--- src/rtl/warp_fifo_if.sv ---
// Ready/valid handshake bundle for warp_fifo: upstream push side, downstream pop
// side and occupancy status.
interface warp_fifo_if #(
   parameter int unsigned WIDTH = 1,
   parameter int unsigned DEPTH = 4
);
   localparam int unsigned CW = $clog2(DEPTH + 1);

   logic             i_input_valid;
   logic             o_input_ready;
   logic [WIDTH-1:0] i_input_data;
   logic             o_output_valid;
   logic             i_output_ready;
   logic [WIDTH-1:0] o_output_data;
   logic [CW-1:0]    o_count;
   logic             o_almost_full;

   // FIFO side
   modport slave (
      input  i_input_valid,
      output o_input_ready,
      input  i_input_data,
      output o_output_valid,
      input  i_output_ready,
      output o_output_data,
      output o_count,
      output o_almost_full
   );

   // Producer/consumer side
   modport master (
      output i_input_valid,
      input  o_input_ready,
      output i_input_data,
      input  o_output_valid,
      output i_output_ready,
      input  o_output_data,
      input  o_count,
      input  o_almost_full
   );
endinterface

--- src/rtl/warp_fifo.sv ---
// Synchronous ready/valid FIFO with occupancy count, almost-full flag and flush.
// Handshake behaviour matches warp_skid when DEPTH=2.
module warp_fifo #(
   parameter int unsigned WIDTH       = 1,
   parameter int unsigned DEPTH       = 4,
   parameter int unsigned AFULL_LEVEL = DEPTH - 1
) (
   input  logic        i_clk,
   input  logic        i_rst,
   input  logic        i_flush,
   warp_fifo_if.slave  bus
);
   localparam int unsigned CW = $clog2(DEPTH + 1);
   localparam int unsigned PW = $clog2(DEPTH);

   localparam logic [CW-1:0] FULL_CNT  = CW'(DEPTH);
   localparam logic [CW-1:0] AFULL_CNT = CW'(AFULL_LEVEL);

   logic [WIDTH-1:0] mem [DEPTH];
   logic [PW-1:0]    wr_ptr;
   logic [PW-1:0]    rd_ptr;
   logic [CW-1:0]    count;

   logic             not_full;
   logic             not_empty;
   logic             push;
   logic             pop;

   // Flags come from the registered count only, never from the partner's handshake.
   always_comb begin
      not_full  = (count != FULL_CNT);
      not_empty = (count != '0);
      push      = bus.i_input_valid && not_full;
      pop       = not_empty && bus.i_output_ready;
   end

   always_ff @(posedge i_clk) begin
      if (i_rst) begin
         wr_ptr <= '0;
         rd_ptr <= '0;
         count  <= '0;
      end else if (i_flush) begin
         wr_ptr <= '0;
         rd_ptr <= '0;
         count  <= '0;
      end else begin
         if (push) begin
            wr_ptr <= wr_ptr + PW'(1);
         end
         if (pop) begin
            rd_ptr <= rd_ptr + PW'(1);
         end
         case ({push, pop})
            2'b10:   count <= count + CW'(1);
            2'b01:   count <= count - CW'(1);
            default: count <= count;
         endcase
      end
   end

   // Storage is deliberately not reset; writes are suppressed during reset/flush.
   always_ff @(posedge i_clk) begin
      if (push && !i_rst && !i_flush) begin
         mem[wr_ptr] <= bus.i_input_data;
      end
   end

   always_comb begin
      bus.o_input_ready  = not_full;
      bus.o_output_valid = not_empty;
      bus.o_count        = count;
      bus.o_almost_full  = (count >= AFULL_CNT);
      bus.o_output_data  = not_empty ? mem[rd_ptr] : '0;
   end
endmodule

--- src/flat_wrapper.sv ---
// flat-port wrapper written by rule: the top's interface ports become plain ports
module warp_fifo_flat 
#(
   parameter int unsigned WIDTH       = 1,
   parameter int unsigned DEPTH       = 4,
   parameter int unsigned AFULL_LEVEL = DEPTH - 1
)
  (i_clk, i_rst, i_flush, bus_i_input_valid, bus_o_input_ready, bus_i_input_data, bus_o_output_valid, bus_i_output_ready, bus_o_output_data, bus_o_count, bus_o_almost_full);
  warp_fifo_if #(.WIDTH(WIDTH), .DEPTH(DEPTH)) bus_i ();
  input  logic i_clk;
  input  logic i_rst;
  input  logic i_flush;
  input wire logic [$bits(bus_i.i_input_valid)-1:0] bus_i_input_valid;
  output wire logic [$bits(bus_i.o_input_ready)-1:0] bus_o_input_ready;
  input wire logic [$bits(bus_i.i_input_data)-1:0] bus_i_input_data;
  output wire logic [$bits(bus_i.o_output_valid)-1:0] bus_o_output_valid;
  input wire logic [$bits(bus_i.i_output_ready)-1:0] bus_i_output_ready;
  output wire logic [$bits(bus_i.o_output_data)-1:0] bus_o_output_data;
  output wire logic [$bits(bus_i.o_count)-1:0] bus_o_count;
  output wire logic [$bits(bus_i.o_almost_full)-1:0] bus_o_almost_full;
  assign bus_i.i_input_valid = bus_i_input_valid;
  assign bus_o_input_ready = bus_i.o_input_ready;
  assign bus_i.i_input_data = bus_i_input_data;
  assign bus_o_output_valid = bus_i.o_output_valid;
  assign bus_i.i_output_ready = bus_i_output_ready;
  assign bus_o_output_data = bus_i.o_output_data;
  assign bus_o_count = bus_i.o_count;
  assign bus_o_almost_full = bus_i.o_almost_full;
  warp_fifo #(.WIDTH(WIDTH), .DEPTH(DEPTH), .AFULL_LEVEL(AFULL_LEVEL)) u_core (.i_clk(i_clk), .i_rst(i_rst), .i_flush(i_flush), .bus(bus_i));
endmodule
--- config.mk ---
export PLATFORM = sky130hd
export DESIGN_NAME = warp_fifo_flat
export DESIGN_NICKNAME = d
export VERILOG_FILES = /design/src/rtl/warp_fifo_if.sv /design/src/rtl/warp_fifo.sv /design/src/flat_wrapper.sv
export SDC_FILE = /design/constraint.sdc
export NUM_CORES = 1
export LEC_CHECK = 0
export BUFFER_PORTS_ARGS = -buffer_cell sky130_fd_sc_hd__buf_4
export CORE_MARGIN = 1.5
export CORE_UTILIZATION = 46
export DETAILED_ROUTE_END_ITERATION = 7
export GPL_ROUTABILITY_DRIVEN = 0
export GPL_TIMING_DRIVEN = 1
export PLACE_DENSITY = 0.69
export RECOVER_POWER = 50
export SETUP_SLACK_MARGIN = 0.1
export SLEW_MARGIN = 10
export SYNTH_ARGS = -nofsm -noshare
export SYNTH_HDL_FRONTEND = slang
export SYNTH_SLANG_ARGS = --single-unit
export TNS_END_PERCENT = 1
--- constraint.sdc ---
create_clock -name i_clk -period 2.4 [get_ports i_clk]
set_input_delay 0.36 -clock i_clk [delete_from_list [all_inputs] [get_ports i_clk]]
set_output_delay 0.36 -clock i_clk [all_outputs]
set_load 0.05 [all_outputs]
Yosys cells after proc, flatten, opt, wreduce, memory -nomap -nowiden

Memories as Yosys holds them, arrays and structs flattened. A register that Yosys moved wholly into a read port is not among the register bits.
Cells that the tools add are included.

Output and inout port bits: 7
Memory bits (writable): 4
Memories kept: 1
Input port bits: 6
Bits in registers: 7
Logic and storage cells: 27

Memory list:

| memory     | depth | bits a word | read ports | clocked after memory_dff | write ports | line            | source |
|---|---|---|---|---|---|---|---|
| u_core.mem | 4     | 1           | 1          | 1                        | 1           | warp_fifo.sv:19 | `logic [WIDTH-1:0] mem [DEPTH];` |

Eq/ne operators: 3
Reduce and logical (&&, ||, !) cells: 9
Add/subtract/negate cells: 4
Multiplexer cells: 6
Magnitude comparators: 1

Operators by type and width:

| cell                                                                  | number |
|---|---|
| 3-bit case mux with 2 select lines                                    | 1 |
| 2-bit by 1-bit adder with 2-bit output, second input constant         | 2 |
| 1-bit logical AND                                                     | 4 |
| 2-bit two-way mux                                                     | 2 |
| 3-bit by 1-bit adder with 3-bit output, second input constant         | 1 |
| 3-bit by 2-bit >= comparator with 1-bit output, second input constant | 1 |
| 1-bit two-way mux                                                     | 3 |
| 3-bit inequality test, second input constant                          | 1 |
| 3-bit nonzero test                                                    | 1 |
| 3-bit by 1-bit subtractor with 3-bit output, second input constant    | 1 |
| 2-bit by 1-bit equality test with 1-bit output, second input constant | 1 |
| 2-bit equality test, second input constant                            | 1 |
| 1-bit logical NOT                                                     | 2 |
| 2-bit nonzero test                                                    | 1 |
| 2-bit OR reduction                                                    | 1 |

Longest topological paths before layout

Gate-level depths: netlist of the first run.

Depth in word-level cells: 6
Gate-level depth with buffers: 10
Mapped depth without buffers: 9

Least setup slack after synthesis of the first run

No wires, ideal clock.

Path kind: flip-flop to flip-flop
From: reg u_core.count[2] (netlist: u_core.bus.o_count[2])
To: reg u_core.count[2] (netlist: u_core.bus.o_count[2])
Required time: 2.330 ns
Slack: -0.502 ns
Buffers on the path: 1
Stages on the path, launching flop included: 11
Data arrival time: 2.832 ns
Cell sequence: dfxtp_1 -> or3b_4 -> and2_4 -> buf_6 -> inv_1 -> ha_1 -> inv_1 -> fa_1 -> xor2_1 -> or3_2 -> a21oi_1

Word-level cells in the longest chain between the ends: 4

Ends and longest elaborated chain:

| element                                                                               | line               | source |
|---|---|---|
| start: declaration                                                                    | warp_fifo.sv:22    | `logic [CW-1:0] count;` |
| start signal: assignment                                                              | warp_fifo.sv:54    | `2'b10: count <= count + CW'(1);` |
| start signal: assignment                                                              | warp_fifo.sv:55    | `2'b01: count <= count - CW'(1);` |
| start signal: assignment                                                              | warp_fifo.sv:56    | `default: count <= count;` |
| 3-bit inequality test *                                                               | warp_fifo.sv:31    | `not_full = (count != FULL_CNT);` |
| via bus_o_input_ready                                                                 | flat_wrapper.sv:14 | `output wire logic [$bits(bus_i.o_input_ready)-1:0] bus_o_input_ready;` |
| 1-bit logical AND *                                                                   | warp_fifo.sv:33    | `push = bus.i_input_valid && not_full;` |
| 2-bit by 1-bit equality test with 1-bit output or 2-bit equality test (tied branches) | warp_fifo.sv:53    | `case ({push, pop})` |
| 3-bit case mux with 2 select lines or 2-bit nonzero test (tied branches)              | --                 |  |

Mark *: on every way through the listed nets, which the timed path passes. The rest lies on a longest branch.
A chain may end at the register's enable or synchronous reset.

Worst setup path after layout of the first run

From: reg u_core.count[0] (netlist: u_core.bus.o_count[0])
To: reg u_core.count[2] (netlist: u_core.bus.o_count[2])

Word-level cells in the longest chain between the ends: 4

Ends and longest elaborated chain:

| element                                                                               | line |
|---|---|
| 3-bit inequality test or 3-bit nonzero test (tied branches)                           | warp_fifo.sv:31, warp_fifo.sv:32 |
| 1-bit logical AND, on equally long branches                                           | warp_fifo.sv:33, warp_fifo.sv:34 |
| 2-bit by 1-bit equality test with 1-bit output or 2-bit equality test (tied branches) | warp_fifo.sv:53 |
| 3-bit case mux with 2 select lines or 2-bit nonzero test (tied branches)              | -- |

Parallel ways exist; a longest one is shown, timed or not.

==> results.ini, run 1 <==
[sta]
worstMarginPinSlew_ps = 597
tns_ps = 0
post-route-period-util = 0.935
max_freq_mhz = 446
setup_violations = 0
hold_viol_final = 0
timing.hold.ws_ps = 358
drv_slew = 0
finClkSkew_ps = 2.23
fin_crit_ps = 2240
relSlewSlack = 0.604
rsz0062_at_grt = false

[global_routing]
antenna_found_initial = 0
globalRoute.totalOverflow = 0
grt_max_degree = 9
grt_pass1_vias = 428
grt_pass1_wl_um = 1610
grtUsageTotal = 0.155

[finish]
fill_cells = 122
diodes = 0
nets = 88
layout-drive-gt1-share = 0.360
area_growth_pct = 20.1

[status]
outcome = finished, final reports clean

[worst_setup_path]
crit_arrival_ps = 2450
worst-setup-path-type = reg2reg
critical_path.startpoint_type = flip-flop
cp-end-kind = flip-flop
crit_fanout = 8
cp.required_ps = 2600

[floorplan]
rows = 13
die-area_um2 = 1670
die_width_um = 40.9
core_area_um2 = 1320
initial_core_util = 0.500
dieHeight_um = 40.9
ios = 13

[routing]
vias = 460
first_pass_iters = 3
dr.first_iter.drc_count = 8
wire_per_inst_um = 11.4
viasPerCell = 5.11
drc = 0
drt_wl_total_um = 1020
antenna_left = 0

[clock_network]
cts_buffer_depth = 2
postCtsSetupRepairBufs = 0
clock-sinks = 13
numCtsBuffers = 3
clkTransAtPathRegs_ps = 80
ctsRootBufferMaster = clkbuf_4
cts_tree = yes
ctsHtreeMaxLevel = 1
cts_resized = 0
insertion_delay_ps = 270
hold_buffers = 0

[yosys]
netlist_area_um2 = 659
syn_avg_cell_area_um2 = 10.8
synthArstFlopShare = 0
synth-main-ff-cell = dfxtp_1
synthTopCellsByArea = dfxtp_1, edfxtp_1, ha_1, xor2_1, inv_1
synth_seq_area_share = 0.455
ys_types = 26
syn_inst = 61
synth.top_cell.area_share = 0.273
yosysWarnings = 0
syn_nets = 73
yosys.area.top_type = dfxtp_1
synth.most_common_cell = dfxtp_1
synth_edf_count = 4
ys_top_cells_by_count = dfxtp_1, inv_1, nor2_1, ha_1
ys_ff_latch = 13

[power]
p_leak_nw = 0.335
irDropWorstVdd_v = 0.000361
powerDensity_nw_per_um2 = 556

[run]
cap_violations = 0

[place]
dp_hpwl_um = 786
numPortBuffers = 12

[worst_hold_path]
hold_path.class = in2reg

[per-layer routing]
layer / vias to the layer above / track usage / wire length [um]
met5: - / 0 / 0
li1: 235 / - / -
met3: 0 / 0.0978 / 55
met4: 0 / 0.0250 / 0
met1: 216 / 0.153 / 442
met2: 9 / 0.273 / 526
[cell type report]
class,count,area (um2),share of cell area
Multi-Input combinational cell,39,334,0.422
Sequential cell,13,305,0.385
Timing Repair Buffer,12,78.8,0.0995
Inverter,7,28.8,0.0363
Clock buffer,4,26.3,0.0332
Tap cell,15,18.8,0.0237
[worst max-delay path, cell delays in order, from the launching register on]
cell	delay, ps
dfxtp_1	380
or3b_1	430
and2_4	200
inv_4	60
ha_4	130
inv_2	40
fa_2	350
xor2_1	170
or3_4	320
a21oi_1	110
[final timing paths]
check	to	start	depth (start not counted)	slack, ps
setup / recovery	u_core.bus.o_count[2]$_SDFFE_PP0P_	u_core.bus.o_count[0]$_SDFFE_PP0P_	9	160
hold reg to reg	u_core.wr_ptr[0]$_SDFFE_PP0P_	u_core.wr_ptr[0]$_SDFFE_PP0P_	2	500
hold / removal	u_core.mem[0]$_DFFE_PP_	bus_i_input_data	1	360
setup reg to reg	u_core.bus.o_count[2]$_SDFFE_PP0P_	u_core.bus.o_count[0]$_SDFFE_PP0P_	9	160
[power by group]
| part | total, mW | switching [mW] | internal, mW | leakage, nW |
|---|---|---|---|---|
| clock | 0.133 | 0.0685 | 0.0644 | 0.0150 |
| combinational | 0.0723 | 0.0437 | 0.0286 | 0.209 |
| sequential | 0.236 | 0.00553 | 0.230 | 0.110 |
[placed cells by master, fill, tap and decap left out]
master	netlist	routed
buf_4	0	9
nor2_1	7	7
dfxtp_1	9	7
inv_1	7	5
xor2_1	4	4
ha_1	5	4
clkbuf_1	1	4
edfxtp_1	4	4
clkbuf_4	0	3
and3_1	2	2
and3_2	2	2
a21oi_1	2	2
nand2_1	2	2
o31ai_1	1	1
or3b_1	0	1
and2_4	1	1
inv_4	0	1
inv_2	0	1
a21o_2	1	1
or3_2	2	1
mux4_2	1	1
and2_1	1	1
or2_2	1	1
o311ai_0	1	1
nand4_1	1	1
o31ai_2	1	1
o21ai_0	1	1
or3_4	0	1
mux2i_1	1	1
fa_2	0	1
ha_4	0	1
dfxtp_2	0	1
dfxtp_4	0	1
[logic make-up (layout without fill, tap and decap cells)]
logic type | Yosys count | in the layout | synth area share
multiplexers | 2 | 2 | 0.0493
buffers and inverters | 9 | 23 | 0.0626
XOR/XNOR | 4 | 4 | 0.0531
flip-flops | 13 | 13 | 0.455
adder cells (fa/ha/maj) | 6 | 6 | 0.125
AND/OR/NAND/NOR | 20 | 20 | 0.175
AO/OA/AOI/OAI | 7 | 7 | 0.0797
[stage by stage]
step                      area, um2  utilization  cells  total power, mW  worst slack, ps
final                           792        0.601     90            0.441              156
after global routing            792        0.601     90            0.467             55.6
after CTS                       807        0.613     90            0.450              184
after detailed placement        781        0.593     86            0.315              206
after global placement          781        0.593     86            0.315              243
after floorplan                 687            -     61            0.295            -55.1
Power figures use the tool's default switching activity.
==> run 2, diff against run 1 <==
==> constraint.sdc (replaced) <==
create_clock -name i_clk -period 2.4 [get_ports i_clk]
set_input_delay 0.12 -clock i_clk [delete_from_list [all_inputs] [get_ports i_clk]]
set_output_delay 0.12 -clock i_clk [all_outputs]
set_load 0.1 [all_outputs]
==> run 2 against run 1 <==
Against the previous run:
- critical path depth is the same
- clock power is essentially flat
- sequential share of layout area grew 0.061 points
- clock skew is essentially flat
- critical endpoint unchanged
- largest power group unchanged
- highest routed layer unchanged
==> results.ini, run 2 (synthesized netlist as in run 1, its figures left out) <==
[clock_network]
numCtsBuffers = 3
ctsHtreeMaxLevel = 1
cts_buffer_depth = 2
postCtsSetupRepairBufs = 0
hold_buffers = 0
ctsRootBufferMaster = clkbuf_4
clock-sinks = 13
insertion_delay_ps = 270
cts_resized = 0
cts_tree = yes
clkTransAtPathRegs_ps = 80

[finish]
finish.utilization = 0.600
diodes = 0
layout_common_cells = buf_4, nor2_1, dfxtp_1, inv_1, clkbuf_1
multi_input_area_um2 = 337
fill_cells = 123
nets = 88
layout-drive-gt1-share = 0.360
final_common_cell = buf_4
final-seq-area_um2 = 305
area_growth_pct = 19.9

[sta]
fin_crit_ps = 2210
post-route-period-util = 0.923
setup_violations = 0
finClkSkew_ps = 1.80
timing.hold.ws_ps = 119
worstMarginPinSlew_ps = 1170
max_freq_mhz = 452
drv_slew = 0
relSlewSlack = 0.226
fin_ws_ps = 186
rsz0062_at_grt = false
hold_viol_final = 0
tns_ps = 0

[floorplan]
die_width_um = 40.9
core_area_um2 = 1320
initial_core_util = 0.500
ios = 13
dieHeight_um = 40.9
rows = 13
die-area_um2 = 1670

[routing]
antenna_left = 0
viasPerCell = 5.10
vias = 459
drc = 0
first_pass_iters = 4
wire_per_inst_um = 11.4
drt_wl_total_um = 1020
dr.first_iter.drc_count = 8

[global_routing]
grtUsageTotal = 0.155
grt_pass1_vias = 428
grt_max_degree = 9
grt_pass1_wl_um = 1610
globalRoute.totalOverflow = 0
antenna_found_initial = 0

[worst_setup_path]
crit_chain = or3b_4 -> and2_4 -> inv_4 -> ha_4 -> inv_2 -> fa_2 -> xor2_1 -> or3_4 -> a21oi_1
slowest_delay_ps = 410
slowest_stage = or3b_4
crit_arrival_ps = 2420
r2r_cells = 9
cp-end-kind = flip-flop
worst-setup-path-type = reg2reg
cp.required_ps = 2600
crit_fanout = 8
critical_path.startpoint_type = flip-flop

[power]
powerDensity_nw_per_um2 = 581
irDropWorstVdd_v = 0.000365
p_leak_nw = 0.334

[run]
cap_violations = 0

[place]
dp_hpwl_um = 786
pre_cts_ws_ps = 206
numPortBuffers = 12

[worst_hold_path]
hold_depth = 1
hold_path.class = in2reg

[status]
outcome = finished, final reports clean

-- run 2: worst paths after layout --
kind	slack, ps	start	end
setup / recovery	190	u_core.bus.o_count[0]$_SDFFE_PP0P_	u_core.bus.o_count[2]$_SDFFE_PP0P_
hold / removal	120	bus_i_input_data	u_core.mem[0]$_DFFE_PP_
setup reg to reg	190	u_core.bus.o_count[0]$_SDFFE_PP0P_	u_core.bus.o_count[2]$_SDFFE_PP0P_
hold reg to reg	500	u_core.wr_ptr[0]$_SDFFE_PP0P_	u_core.wr_ptr[0]$_SDFFE_PP0P_
-- run 2: metrics by stage --
stage / cells / instance area [um2] / power, mW
after floorplan: 61 / 687 / 0.315
after global placement: 86 / 781 / 0.335
after detailed placement: 86 / 781 / 0.335
after CTS: 90 / 807 / 0.470
after global routing: 90 / 791 / 0.487
final: 90 / 791 / 0.459
-- run 2: power breakdown --
part	internal, mW	switching, mW	leakage (nW)	total [mW]
Sequential	0.230	0.00555	0.110	0.236
Combinational	0.0277	0.0637	0.208	0.0914
Clock	0.0644	0.0682	0.0150	0.133
Total	0.322	0.137	0.334	0.459
-- run 2: final cells by class --
type / instances / share of cell area
inverters: 7 / 0.0364
repair buffers: 12 / 0.0949
well taps: 15 / 0.0237
flip-flops and latches: 13 / 0.386
clock buffers: 4 / 0.0332
multi-input cells: 39 / 0.426
-- run 2: worst max-delay path, delay by kind of cell, from the launching register on --
family          cells  cell delay, ps
simple gates        3             910
fa+ha+maj           2             480
flops               1             380
xor+xnor            1             170
compound gates      1             110
buf+inv             2             100
-- run 2: metal layers --
layer / part of all wire / GRT usage / wire length [um]
met5: 0 / 0 / 0
met4: 0 / 0.0250 / 0
met3: 0.054 / 0.0978 / 55
met2: 0.51 / 0.273 / 523
met1: 0.43 / 0.153 / 443
==> run 3, diff against run 2 <==
- CORE_AREA: not set -> 2 2 39 41
- CORE_MARGIN: 1.5 -> not set
- CORE_UTILIZATION: 46 -> not set
- DIE_AREA: not set -> 0 0 41 43
- PLACE_DENSITY: 0.69 -> 0.71
- clock period: 2.4 -> 2.5 ns (I/O delays scaled with it)
==> run 3 against run 2 <==
Against the previous run:
- clock-buffer cell count is the same
- critical path depth is the same
- via count grew 0.44%
- cell area shrank 0.32%
- core utilization shrank 3.1 points
- clock power shrank 4%
- first-iteration DRC count is the same
- flip-flop and latch count is the same
- highest routed layer is now met4
- die area grew 5.6%
- sequential share of layout area grew 0.12 points
- wire length grew 5.1%
==> results.ini, run 3 (synthesized netlist as in run 1, its figures left out) <==
[floorplan]
core_area_um2 = 1380
rows = 14
initial_core_util = 0.476
die_width_um = 41
die-area_um2 = 1760
ios = 13
dieHeight_um = 43

[clock_network]
ctsHtreeMaxLevel = 1
insertion_delay_ps = 270
clock-sinks = 13
ctsRootBufferMaster = clkbuf_4
cts_buffer_depth = 2
postCtsSetupRepairBufs = 0
numCtsBuffers = 3
cts_resized = 0
hold_buffers = 0
clkTransAtPathRegs_ps = 80
cts_tree = yes

[global_routing]
grt_pass1_vias = 432
globalRoute.totalOverflow = 0
grt_max_degree = 9
grt_pass1_wl_um = 1770
antenna_found_initial = 0
grtUsageTotal = 0.145

[worst_setup_path]
crit_chain = or3b_4 -> and2_4 -> inv_4 -> ha_4 -> inv_2 -> fa_2 -> xor2_1 -> or3_4 -> a21oi_1
slowest_delay_ps = 420
worst-setup-path-type = reg2reg
crit_fanout = 8
cp-end-kind = flip-flop
cp.required_ps = 2700
critical_path.startpoint_type = flip-flop
slowest_stage = or3b_4
crit_arrival_ps = 2450

[power]
p_sw_frac = 0.300
p_leak_nw = 0.329
power.internal_mw = 0.309
powerDensity_nw_per_um2 = 560
seq_power_share = 0.513
combPwrFrac = 0.198
switchingPower_mw = 0.133
clock_power_share = 0.289
irDropWorstVdd_v = 0.000253

[finish]
layout-drive-gt1-share = 0.347
fin_area_um2 = 788
diodes = 0
layout_common_cells = nor2_1, dfxtp_1, buf_4, clkbuf_1, inv_1
fill_cells = 135
nets = 88
area_growth_pct = 19.5

[sta]
drv_slew = 0
post-route-period-util = 0.900
relSlewSlack = 0.229
max_freq_mhz = 445
finClkSkew_ps = 2.74
rsz0062_at_grt = false
setup_violations = 0
hold_viol_final = 0
worstMarginPinSlew_ps = 1160
fin_crit_ps = 2250
timing.hold.ws_ps = 132

[routing]
drt_wl_total_um = 1070
vias = 461
antenna_left = 0
drc = 0
first_pass_iters = 3
dr.first_iter.drc_count = 8
viasPerCell = 5.07
wire_per_inst_um = 11.8

[place]
placed_cell_area_um2 = 782
dp_hpwl_um = 831
numPortBuffers = 12

[run]
cap_violations = 0

[worst_hold_path]
hold_path.class = in2reg

[status]
outcome = finished, final reports clean

-- run 3: cell types whose count changed in the layout (fill, tap and decap cells not counted) --
cell,before,now
buf_4,8,7
clkbuf_1,5,6
-- run 3: area by class of cell --
cell class	count	area [um2]	area share
Clock buffer	4	26.3	0.0333
Inverter	7	28.8	0.0365
Multi-Input combinational cell	39	337	0.427
Sequential cell	13	305	0.387
Tap cell	16	20.0	0.0254
Timing Repair Buffer	12	71.3	0.0905
-- run 3: metrics by stage --
| step | power, mW | TNS [ps] | setup slack, ps | instances | utilization |
|---|---|---|---|---|---|
| 5_1_grt | 0.461 | 0 | 116 | 91 | 0.570 |
| 6_report | 0.442 | 0 | 251 | 91 | 0.570 |
| 4_1_cts | 0.448 | 0 | 262 | 91 | 0.584 |
| 3_3_place_gp | 0.321 | 0 | 324 | 87 | 0.565 |
| 3_5_place_dp | 0.322 | 0 | 292 | 87 | 0.565 |
| 2_1_floorplan | 0.303 | -161 | -161 | 61 | - |
-- run 3: worst max-delay path: cells and delay by family (launching register included) --
kind,cells,cell delay (ps)
AND/OR/NAND/NOR,3,920
adder cells (fa/ha/maj),2,480
flip-flops,1,390
XOR/XNOR,1,170
AO/OA/AOI/OAI,1,120
buffers and inverters,2,100
-- run 3: power by group through the flow --
stage | Clock [mW] | Sequential [mW] | Combinational (mW)
2_1_floorplan | 0 | 0.244 | 0.0582
6_report | 0.128 | 0.226 | 0.0876
3_5_place_dp | 0 | 0.232 | 0.0903
5_1_grt | 0.140 | 0.228 | 0.0934
4_1_cts | 0.131 | 0.227 | 0.0910
3_3_place_gp | 0 | 0.232 | 0.0892
-- run 3: routing by layer --
layer	share of wire	track usage	wire [um]	vias to the layer above
li1	-	-	-	235
met1	0.45	0.193	484	214
met2	0.51	0.228	543	10
met3	0.036	0.0314	39	2
met4	0.0056	0.0400	6	0
met5	0	0	0	-
-- run 3: path summary, 6_finish.rpt --
check | depth (start not counted) | from | slack [ps] | to
setup / recovery | 9 | u_core.bus.o_count[0]$_SDFFE_PP0P_ | 250 | u_core.bus.o_count[2]$_SDFFE_PP0P_
hold / removal | 3 | bus_i_input_valid | 130 | u_core.wr_ptr[1]$_SDFFE_PP0P_
setup reg to reg | 9 | u_core.bus.o_count[0]$_SDFFE_PP0P_ | 250 | u_core.bus.o_count[2]$_SDFFE_PP0P_
hold reg to reg | 2 | u_core.wr_ptr[0]$_SDFFE_PP0P_ | 510 | u_core.wr_ptr[0]$_SDFFE_PP0P_
